<file path="src/rtl/multicycle_control_if.sv">
// Control bundle between the multi-cycle main FSM and the datapath/memory side.
// The master modport is the FSM; the slave modport is whoever consumes its enables.
interface multicycle_control_if;
    logic [5:0] opcode;
    logic       mem_ready;
    logic       PCWrite;
    logic       PCWriteCond;
    logic       IorD;
    logic       MemRead;
    logic       MemWrite;
    logic       IRWrite;
    logic       MemtoReg;
    logic       RegWrite;
    logic       RegDst;
    logic       ALUSrcA;
    logic       zext;
    logic [1:0] PCSource;
    logic [1:0] ALUSrcB;
    logic [2:0] aluop;
    logic [3:0] state;
    logic       inst_done;
    logic       illegal;

    modport master (
        input  opcode, mem_ready,
        output PCWrite, PCWriteCond, IorD, MemRead, MemWrite, IRWrite,
               MemtoReg, RegWrite, RegDst, ALUSrcA, zext,
               PCSource, ALUSrcB, aluop, state, inst_done, illegal
    );

    modport slave (
        output opcode, mem_ready,
        input  PCWrite, PCWriteCond, IorD, MemRead, MemWrite, IRWrite,
               MemtoReg, RegWrite, RegDst, ALUSrcA, zext,
               PCSource, ALUSrcB, aluop, state, inst_done, illegal
    );
endinterface

</file>
<file path="src/rtl/multicycle_control.sv">
// Main control FSM of the multi-cycle CPU: sequences datapath enables over 3-5
// cycles per instruction, stalls on mem_ready, and drives aluop to the ALU decoder.
module multicycle_control (
    input  logic                        clk,
    input  logic                        rst_n,
    multicycle_control_if.master        bus
);

    typedef enum logic [3:0] {
        ST_RST = 4'd0,
        ST_IF  = 4'd1,
        ST_ID  = 4'd2,
        ST_ADR = 4'd3,
        ST_MRD = 4'd4,
        ST_MWB = 4'd5,
        ST_MWR = 4'd6,
        ST_REX = 4'd7,
        ST_RWB = 4'd8,
        ST_BEQ = 4'd9,
        ST_JMP = 4'd10,
        ST_IEX = 4'd11,
        ST_IWB = 4'd12,
        ST_ILL = 4'd13
    } state_t;

    localparam logic [5:0] OP_RTYPE = 6'b000000;
    localparam logic [5:0] OP_LW    = 6'b100011;
    localparam logic [5:0] OP_SW    = 6'b101011;
    localparam logic [5:0] OP_BEQ   = 6'b000100;
    localparam logic [5:0] OP_J     = 6'b000010;
    localparam logic [5:0] OP_ADDI  = 6'b001000;
    localparam logic [5:0] OP_ANDI  = 6'b001100;
    localparam logic [5:0] OP_ORI   = 6'b001101;
    localparam logic [5:0] OP_SLTI  = 6'b001010;

    state_t     state_q;
    state_t     state_d;
    logic [5:0] op_q;

    // op_q latches the opcode only on the edge leaving ID so later states ignore IR churn.
    always_ff @(posedge clk or negedge rst_n) begin
        if (!rst_n) begin
            state_q <= ST_RST;
            op_q    <= 6'd0;
        end else begin
            state_q <= state_d;
            if (state_q == ST_ID) begin
                op_q <= bus.opcode;
            end
        end
    end

    always_comb begin
        state_d = ST_IF;
        case (state_q)
            ST_RST: state_d = ST_IF;
            ST_IF:  state_d = bus.mem_ready ? ST_ID : ST_IF;
            ST_ID: begin
                case (bus.opcode)
                    OP_LW, OP_SW:                     state_d = ST_ADR;
                    OP_RTYPE:                         state_d = ST_REX;
                    OP_BEQ:                           state_d = ST_BEQ;
                    OP_J:                             state_d = ST_JMP;
                    OP_ADDI, OP_ANDI, OP_ORI, OP_SLTI: state_d = ST_IEX;
                    default:                          state_d = ST_ILL;
                endcase
            end
            ST_ADR: state_d = (op_q == OP_LW) ? ST_MRD : ST_MWR;
            ST_MRD: state_d = bus.mem_ready ? ST_MWB : ST_MRD;
            ST_MWB: state_d = ST_IF;
            ST_MWR: state_d = bus.mem_ready ? ST_IF : ST_MWR;
            ST_REX: state_d = ST_RWB;
            ST_RWB: state_d = ST_IF;
            ST_BEQ: state_d = ST_IF;
            ST_JMP: state_d = ST_IF;
            ST_IEX: state_d = ST_IWB;
            ST_IWB: state_d = ST_IF;
            ST_ILL: state_d = ST_IF;
            default: state_d = ST_IF;
        endcase
    end

    // Everything defaults low so reset and the unused codes 14/15 drive no enables.
    always_comb begin
        bus.PCWrite     = 1'b0;
        bus.PCWriteCond = 1'b0;
        bus.IorD        = 1'b0;
        bus.MemRead     = 1'b0;
        bus.MemWrite    = 1'b0;
        bus.IRWrite     = 1'b0;
        bus.MemtoReg    = 1'b0;
        bus.RegWrite    = 1'b0;
        bus.RegDst      = 1'b0;
        bus.ALUSrcA     = 1'b0;
        bus.zext        = 1'b0;
        bus.PCSource    = 2'b00;
        bus.ALUSrcB     = 2'b00;
        bus.aluop       = 3'b000;
        bus.inst_done   = 1'b0;
        bus.illegal     = 1'b0;
        case (state_q)
            ST_IF: begin
                bus.MemRead = 1'b1;
                bus.ALUSrcB = 2'b01;
                bus.IRWrite = bus.mem_ready;
                bus.PCWrite = bus.mem_ready;
            end
            ST_ID: begin
                bus.ALUSrcB = 2'b11;
            end
            ST_ADR: begin
                bus.ALUSrcA = 1'b1;
                bus.ALUSrcB = 2'b10;
            end
            ST_MRD: begin
                bus.MemRead = 1'b1;
                bus.IorD    = 1'b1;
            end
            ST_MWB: begin
                bus.RegWrite  = 1'b1;
                bus.MemtoReg  = 1'b1;
                bus.inst_done = 1'b1;
            end
            ST_MWR: begin
                bus.MemWrite  = 1'b1;
                bus.IorD      = 1'b1;
                bus.inst_done = bus.mem_ready;
            end
            ST_REX: begin
                bus.ALUSrcA = 1'b1;
                bus.aluop   = 3'b010;
            end
            ST_RWB: begin
                bus.RegWrite  = 1'b1;
                bus.RegDst    = 1'b1;
                bus.inst_done = 1'b1;
            end
            ST_BEQ: begin
                bus.ALUSrcA     = 1'b1;
                bus.aluop       = 3'b001;
                bus.PCWriteCond = 1'b1;
                bus.PCSource    = 2'b01;
                bus.inst_done   = 1'b1;
            end
            ST_JMP: begin
                bus.PCWrite   = 1'b1;
                bus.PCSource  = 2'b10;
                bus.inst_done = 1'b1;
            end
            ST_IEX: begin
                bus.ALUSrcA = 1'b1;
                bus.ALUSrcB = 2'b10;
                case (op_q)
                    OP_ANDI: begin
                        bus.aluop = 3'b011;
                        bus.zext  = 1'b1;
                    end
                    OP_ORI: begin
                        bus.aluop = 3'b100;
                        bus.zext  = 1'b1;
                    end
                    OP_SLTI: bus.aluop = 3'b101;
                    default: bus.aluop = 3'b000;
                endcase
            end
            ST_IWB: begin
                bus.RegWrite  = 1'b1;
                bus.inst_done = 1'b1;
            end
            ST_ILL: begin
                bus.illegal = 1'b1;
            end
            default: begin
            end
        endcase
    end

    assign bus.state = state_q;

endmodule

</file>
<file path="src/flat_wrapper.sv">
// flat-port wrapper written by rule: the top's interface ports become plain ports
module multicycle_control_flat 
  (clk, rst_n, bus_opcode, bus_mem_ready, bus_PCWrite, bus_PCWriteCond, bus_IorD, bus_MemRead, bus_MemWrite, bus_IRWrite, bus_MemtoReg, bus_RegWrite, bus_RegDst, bus_ALUSrcA, bus_zext, bus_PCSource, bus_ALUSrcB, bus_aluop, bus_state, bus_inst_done, bus_illegal);
  multicycle_control_if bus_i ();
  input  logic clk;
  input  logic rst_n;
  input wire logic [$bits(bus_i.opcode)-1:0] bus_opcode;
  input wire logic [$bits(bus_i.mem_ready)-1:0] bus_mem_ready;
  output wire logic [$bits(bus_i.PCWrite)-1:0] bus_PCWrite;
  output wire logic [$bits(bus_i.PCWriteCond)-1:0] bus_PCWriteCond;
  output wire logic [$bits(bus_i.IorD)-1:0] bus_IorD;
  output wire logic [$bits(bus_i.MemRead)-1:0] bus_MemRead;
  output wire logic [$bits(bus_i.MemWrite)-1:0] bus_MemWrite;
  output wire logic [$bits(bus_i.IRWrite)-1:0] bus_IRWrite;
  output wire logic [$bits(bus_i.MemtoReg)-1:0] bus_MemtoReg;
  output wire logic [$bits(bus_i.RegWrite)-1:0] bus_RegWrite;
  output wire logic [$bits(bus_i.RegDst)-1:0] bus_RegDst;
  output wire logic [$bits(bus_i.ALUSrcA)-1:0] bus_ALUSrcA;
  output wire logic [$bits(bus_i.zext)-1:0] bus_zext;
  output wire logic [$bits(bus_i.PCSource)-1:0] bus_PCSource;
  output wire logic [$bits(bus_i.ALUSrcB)-1:0] bus_ALUSrcB;
  output wire logic [$bits(bus_i.aluop)-1:0] bus_aluop;
  output wire logic [$bits(bus_i.state)-1:0] bus_state;
  output wire logic [$bits(bus_i.inst_done)-1:0] bus_inst_done;
  output wire logic [$bits(bus_i.illegal)-1:0] bus_illegal;
  assign bus_i.opcode = bus_opcode;
  assign bus_i.mem_ready = bus_mem_ready;
  assign bus_PCWrite = bus_i.PCWrite;
  assign bus_PCWriteCond = bus_i.PCWriteCond;
  assign bus_IorD = bus_i.IorD;
  assign bus_MemRead = bus_i.MemRead;
  assign bus_MemWrite = bus_i.MemWrite;
  assign bus_IRWrite = bus_i.IRWrite;
  assign bus_MemtoReg = bus_i.MemtoReg;
  assign bus_RegWrite = bus_i.RegWrite;
  assign bus_RegDst = bus_i.RegDst;
  assign bus_ALUSrcA = bus_i.ALUSrcA;
  assign bus_zext = bus_i.zext;
  assign bus_PCSource = bus_i.PCSource;
  assign bus_ALUSrcB = bus_i.ALUSrcB;
  assign bus_aluop = bus_i.aluop;
  assign bus_state = bus_i.state;
  assign bus_inst_done = bus_i.inst_done;
  assign bus_illegal = bus_i.illegal;
  multicycle_control u_core (.clk(clk), .rst_n(rst_n), .bus(bus_i));
endmodule
</file>
<file path="config.mk">
export PLATFORM = sky130hd
export DESIGN_NAME = multicycle_control_flat
export DESIGN_NICKNAME = d
export VERILOG_FILES = /design/src/rtl/multicycle_control_if.sv /design/src/rtl/multicycle_control.sv /design/src/flat_wrapper.sv
export SDC_FILE = /design/constraint.sdc
export NUM_CORES = 1
export LEC_CHECK = 0
export BUFFER_PORTS_ARGS = -buffer_cell sky130_fd_sc_hd__buf_2
export CAP_MARGIN = 20
export CORE_MARGIN = 2
export CORE_UTILIZATION = 44
export DETAILED_ROUTE_END_ITERATION = 16
export PLACE_DENSITY = 0.79
export SLEW_MARGIN = 20
export SYNTH_ARGS = -nofsm -noshare
export SYNTH_HDL_FRONTEND = slang
export SYNTH_SLANG_ARGS = --single-unit
</file>
<file path="constraint.sdc">
create_clock -name clk -period 1.4 [get_ports clk]
set_input_delay 0.14 -clock clk [delete_from_list [all_inputs] [get_ports clk]]
set_output_delay 0.14 -clock clk [all_outputs]
set_load 0.02 [all_outputs]
</file>
==> results of run 1 <==
==> metrics by stage <==
stage / hold WS (ns) / utilization / cell area, um2 / cells / setup slack [ns]
floorplan: -0.156 / - / 1050 / 105 / -0.198
global placement: -0.00121 / 0.712 / 1400 / 182 / -0.192
detailed placement: 0.0118 / 0.712 / 1400 / 182 / -0.227
CTS: 0.177 / 0.948 / 1860 / 199 / -0.484
==> timing repair <==
| action | 4_1_cts |
|---|---|
| setup endpoints to repair | 27 |
| pin swaps | 12 |
| gates resized for setup | 89 |
| setup buffers | 12 |
| hold endpoints to repair | 10 |
| hold buffers | 1 |
| cloned | 0 |
==> kinds of logic after synthesis <==
| logic type | Yosys count | share of synthesized area |
|---|---|---|
| AO/OA/AOI/OAI | 18 | 0.162 |
| XOR/XNOR | 3 | 0.0289 |
| adder cells (fa/ha/maj) | 1 | 0.0110 |
| buffers and inverters | 13 | 0.0618 |
| flip-flops | 10 | 0.275 |
| multiplexers | 9 | 0.110 |
| AND/OR/NAND/NOR | 51 | 0.352 |
==> metrics.txt, run 1 <==
# TYPE chip_impl_metric gauge
chip_impl_metric{name="synth_enable_flop_cells",unit=""} 0
chip_impl_metric{name="yosys.cell_types.count",unit=""} 44
chip_impl_metric{name="detailed_place_hpwl",unit="um"} 2150
chip_impl_metric{name="post-synth-top-area-fraction",unit=""} 0.275
chip_impl_metric{name="cts.htree.levels",unit=""} 1
chip_impl_metric{name="cts.sink_count",unit=""} 10
chip_impl_info{name="globalroute.repair_timing.worst_endpoint",value="bus_aluop[0]"} 1
chip_impl_metric{name="grt_max_degree",unit=""} 18
chip_impl_info{name="yosys.cell_count.top_type",value="nor2_1"} 1
chip_impl_metric{name="cts_made_buffers",unit=""} 3
chip_impl_info{name="netlist_top_cells_area",value="dfrtp_1, mux2_2, nor2_1"} 1
chip_impl_info{name="error_message",value="[ERROR DPL-0038] Utilization greater than 100%, impossible to legalize"} 1
chip_impl_metric{name="ys_async_sr_fraction",unit=""} 1.00
chip_impl_metric{name="portBuffers",unit=""} 32
chip_impl_metric{name="ys_warn_count",unit=""} 0
chip_impl_info{name="cts_root_buffer",value="clkbuf_4"} 1
chip_impl_info{name="most_instantiated_cells_after_synthesis",value="nor2_1, dfrtp_1, mux2_2, nand2b_1"} 1
chip_impl_info{name="worstEndpointType",value="primary output"} 1
chip_impl_metric{name="syn_avg_cell_area",unit="um2"} 8.67
chip_impl_metric{name="syn_nets",unit=""} 114
chip_impl_metric{name="floorplan.io_pins",unit=""} 33
chip_impl_metric{name="cts.path.max_buffers",unit=""} 2
chip_impl_metric{name="floorplan.initialDensity",unit=""} 0.464
chip_impl_metric{name="floorplan.die.height",unit="um"} 49.5
chip_impl_metric{name="postSynthCellCount",unit=""} 105
chip_impl_metric{name="netlist_area",unit="um2"} 911
chip_impl_metric{name="synth-seq-cells",unit=""} 10
chip_impl_metric{name="synth-seq-area-share",unit=""} 0.275
chip_impl_metric{name="fp.dieW",unit="um"} 49.5
chip_impl_metric{name="row_count",unit=""} 16
chip_impl_info{name="status",value="stopped before the end"} 1
chip_impl_info{name="synth_area_leader_cell",value="dfrtp_1"} 1
chip_impl_info{name="synthFlopType",value="dfrtp_1"} 1
chip_impl_metric{name="gpl.final_weighted_congestion",unit=""} 0.833
chip_impl_info{name="failed_stage",value="5_1_grt"} 1
==> run 2, diff against run 1 <==
CORE_AREA = 2 2 63 65   (was unset)
CORE_MARGIN = unset   (was 2)
CORE_UTILIZATION = unset   (was 44)
DIE_AREA = 0 0 65 67   (was unset)
PLACE_DENSITY = unset   (was 0.79)
PLACE_DENSITY_LB_ADDON = 0.15   (was unset)
clock period = 1.8 ns   (was 1.4 ns; I/O delays follow)
==> run 2 against run 1 <==
  * The flow now finishes, with violations (setup timing)
  * Synthesized area unchanged
  * Synthesized cell count is the same
==> metrics.txt, run 2 <==
# TYPE chip_impl_metric gauge
chip_impl_metric{name="power.net_switching",unit="uW"} 1050
chip_impl_metric{name="maxClockFrequency",unit="MHz"} 538
chip_impl_metric{name="antenna_found_initial",unit=""} 0
chip_impl_metric{name="syn_avg_cell_area",unit="um2"} 8.67
chip_impl_metric{name="layoutNonFillerInstCount",unit=""} 189
chip_impl_info{name="cp_slowest_cell",value="or4_4"} 1
chip_impl_metric{name="postSynthCellCount",unit=""} 105
chip_impl_metric{name="p_leak",unit="uW"} 0.000583
chip_impl_metric{name="floorplan.die.height",unit="um"} 67
chip_impl_metric{name="synth-seq-area-share",unit=""} 0.275
chip_impl_info{name="synth_area_leader_cell",value="dfrtp_1"} 1
chip_impl_info{name="status",value="finished with violations"} 1
chip_impl_metric{name="drt_first_pass_iters",unit=""} 4
chip_impl_metric{name="cts.htree.levels",unit=""} 1
chip_impl_info{name="hp-class",value="input pin to flop"} 1
chip_impl_info{name="cp_cell_sequence",value="nand2b_4 > or4_4 > o32ai_4 > buf_6"} 1
chip_impl_metric{name="fp.dieW",unit="um"} 65
chip_impl_metric{name="sw_frac_of_total",unit=""} 0.465
chip_impl_metric{name="worst_slack_setup_final",unit="ns"} -0.0573
chip_impl_metric{name="fill_cells",unit=""} 380
chip_impl_metric{name="antennaDiodeCount",unit=""} 0
chip_impl_info{name="timing.setup.critical_path_class",value="flop to output pin"} 1
chip_impl_metric{name="syn_nets",unit=""} 114
chip_impl_metric{name="worst-path-max-fanout",unit=""} 4
chip_impl_metric{name="grt_first_pass_wirelength",unit="um"} 4130
chip_impl_metric{name="report.final.slew_viol_count",unit=""} 0
chip_impl_metric{name="finalWirelength",unit="um"} 2490
chip_impl_info{name="worstHoldStart",value="bus_opcode[3]"} 1
chip_impl_info{name="crit_start",value="u_core.op_q[4]"} 1
chip_impl_info{name="setup.worst_path.end_class",value="output pin"} 1
chip_impl_metric{name="whs",unit="ns"} 0.260
chip_impl_metric{name="numPlacedInstances",unit=""} 181
chip_impl_metric{name="power.density_cell_area",unit="nW/um2"} 1720
chip_impl_metric{name="tns",unit="ns"} -0.104
chip_impl_metric{name="cts_made_buffers",unit=""} 3
chip_impl_metric{name="gpl.final_weighted_congestion",unit=""} 0.731
chip_impl_metric{name="synth-seq-cells",unit=""} 10
chip_impl_info{name="synthFlopType",value="dfrtp_1"} 1
chip_impl_metric{name="ys_warn_count",unit=""} 0
chip_impl_metric{name="floorplan.io_pins",unit=""} 33
chip_impl_info{name="most_common_library_cell_in_the_layout_ignoring_fill_and_taps",value="buf_2"} 1
chip_impl_metric{name="core_area",unit="um2"} 3610
chip_impl_metric{name="fp.dieArea",unit="um2"} 4360
chip_impl_metric{name="drive_gt1_frac",unit=""} 0.461
chip_impl_metric{name="globalRoute.totalOverflow",unit=""} 0
chip_impl_info{name="netlist_top_cells_area",value="dfrtp_1, mux2_2, nor2_1"} 1
chip_impl_metric{name="final_min_period_over_clock_period",unit=""} 1.03
chip_impl_metric{name="area.growth.synth_to_final",unit="%"} 43.3
chip_impl_metric{name="timing_hold_violations_final",unit=""} 0
chip_impl_info{name="max_flop_register",value="u_core.op_q"} 1
chip_impl_metric{name="cts.sink_count",unit=""} 10
chip_impl_info{name="most_instantiated_cells_after_synthesis",value="nor2_1, dfrtp_1, mux2_2, nand2b_1"} 1
chip_impl_info{name="tritoncts_clock_tree",value="done"} 1
chip_impl_info{name="yosys.cell_count.top_type",value="nor2_1"} 1
chip_impl_info{name="failing_checks",value="setup timing"} 1
chip_impl_metric{name="dr.first_iter.drc_count",unit=""} 25
chip_impl_metric{name="final_antenna_net_count",unit=""} 0
chip_impl_metric{name="pre_cts_slack",unit="ns"} 0.0713
chip_impl_metric{name="multi_input_area",unit="um2"} 666
chip_impl_metric{name="final.setup_skew",unit="ns"} 0.00299
chip_impl_metric{name="row_count",unit=""} 22
chip_impl_metric{name="insertion_delay",unit="ns"} 0.23
chip_impl_metric{name="tightest_slew",unit="ns"} 0.511
chip_impl_metric{name="seq_power_share",unit=""} 0.197
chip_impl_metric{name="timing.critical_path.required",unit="ns"} 1.62
chip_impl_metric{name="vias_in_the_first_global_route",unit=""} 820
chip_impl_metric{name="cts.clk_slew.worst_paths",unit="ns"} 0.05
chip_impl_metric{name="power.clock.fraction",unit=""} 0.121
chip_impl_metric{name="cap_viol_max_count",unit=""} 0
chip_impl_metric{name="sequential_cell_area",unit="um2"} 251
chip_impl_metric{name="comb_power_share",unit=""} 0.683
chip_impl_metric{name="grt_util_overall",unit=""} 0.121
chip_impl_metric{name="netlist_area",unit="um2"} 911
chip_impl_metric{name="slew-limit-headroom",unit=""} 0.658
chip_impl_metric{name="ir_worst_vdd",unit="mV"} 0.358
chip_impl_info{name="worstSetupStartpointType",value="flop"} 1
chip_impl_info{name="cts_root_buffer",value="clkbuf_8"} 1
chip_impl_metric{name="setup_viol",unit=""} 2
chip_impl_metric{name="floorplan.initialDensity",unit=""} 0.253
chip_impl_metric{name="slowest_delay",unit="ns"} 0.56
chip_impl_metric{name="largest_reg_flops",unit=""} 6
chip_impl_metric{name="finish.net_count",unit=""} 151
chip_impl_info{name="grt_setup_unrepaired",value="yes"} 1
chip_impl_metric{name="synth_enable_flop_cells",unit=""} 0
chip_impl_info{name="r2r_start",value="u_core.bus.state[0]"} 1
chip_impl_metric{name="post-synth-top-area-fraction",unit=""} 0.275
chip_impl_metric{name="detailed_place_hpwl",unit="um"} 1900
chip_impl_metric{name="ys_async_sr_fraction",unit=""} 1.00
chip_impl_metric{name="portBuffers",unit=""} 32
chip_impl_metric{name="internal_power",unit="uW"} 1200
chip_impl_metric{name="cts.path.max_buffers",unit=""} 2
chip_impl_metric{name="grt_max_degree",unit=""} 18
chip_impl_metric{name="drt_drc_violations_left",unit=""} 0
chip_impl_metric{name="period_needed",unit="ns"} 1.86
chip_impl_metric{name="via_count",unit=""} 905
chip_impl_metric{name="routed_length_per_placed_instance",unit="um"} 13.2
chip_impl_info{name="most-common-layout-cells",value="buf_2, nor2_1, buf_4, dfrtp_1, mux2_2"} 1
chip_impl_metric{name="yosys.cell_types.count",unit=""} 44
chip_impl_metric{name="cp_data_arrival_time",unit="ns"} 1.68
chip_impl_metric{name="detail_route.vias_per_cell",unit=""} 4.79
## run 2: cell families (layout without fill, tap and decap cells)
family          count (synthesis)  count (layout)  share of synthesized area
simple gates                   51              51                      0.352
compound gates                 18              18                      0.162
buf+inv                        13              49                     0.0618
flops                          10              10                      0.275
mux                             9               9                      0.110
xor+xnor                        3               3                     0.0289
fa+ha+maj                       1               1                     0.0110
## run 2: final timing paths
| check | to | slack (ns) | cells past startpoint |
|---|---|---|---|
| setup / recovery | bus_aluop[1] | -0.06 | 4 |
| hold / removal | u_core.op_q[3] | 0.26 | 2 |
| setup reg to reg | u_core.bus.state[1] | 0.18 | 4 |
| hold reg to reg | u_core.op_q[2] | 0.55 | 1 |
| max in group asynchronous | u_core.bus.state[2] | 1.26 | 2 |
| min in group asynchronous | u_core.op_q[4] | 0.34 | 2 |
## run 2: layer usage
layer | GRT usage | up-vias | share of wire
li1 | - | 459 | -
met1 | 0.178 | 424 | 0.49
met2 | 0.187 | 22 | 0.48
met3 | 0.0101 | 0 | 0.034
met4 | 0.0319 | 0 | 0
met5 | 0 | - | 0
## run 2: layout make-up
class	count	area share
repair buffers	41	0.198
well taps	48	0.0460
inverters	4	0.0115
flip-flops and latches	10	0.193
multi-input cells	82	0.510
clock buffers	4	0.0422
## run 2: metrics by stage
step           area (um2)  utilization  power (uW)
2_1_floorplan         955            -        1470
3_3_place_gp         1170        0.324        1860
3_5_place_dp         1170        0.324        1860
4_1_cts              1260        0.351        2200
5_1_grt              1310        0.362        2430
6_report             1310        0.362        2250
## run 2: critical path: cells and delay by family (launching register included)
| family | cells | cell delay, ns |
|---|---|---|
| and+or+nand+nor | 2 | 0.69 |
| AOI/OAI and AO/OA | 1 | 0.23 |
| buffers and inverters | 1 | 0.15 |
| DFF | 1 | 0.37 |
## run 2: what timing repair did
action	CTS	global route
pin swaps	3	0
setup endpoints to repair	4	7
resized for setup	6	9
hold endpoints to repair	10	0
setup buffers	1	2
hold buffers	1	0
## run 2: power by group through the flow
stage                     clock, uW  sequential (uW)  combinational [uW]
after floorplan                   0              495                 976
after global placement            0              433                1420
after detailed placement          0              437                1420
after CTS                       280              438                1480
after global routing            292              454                1680
final                           272              442                1530
Power figures use the tool's default switching activity.
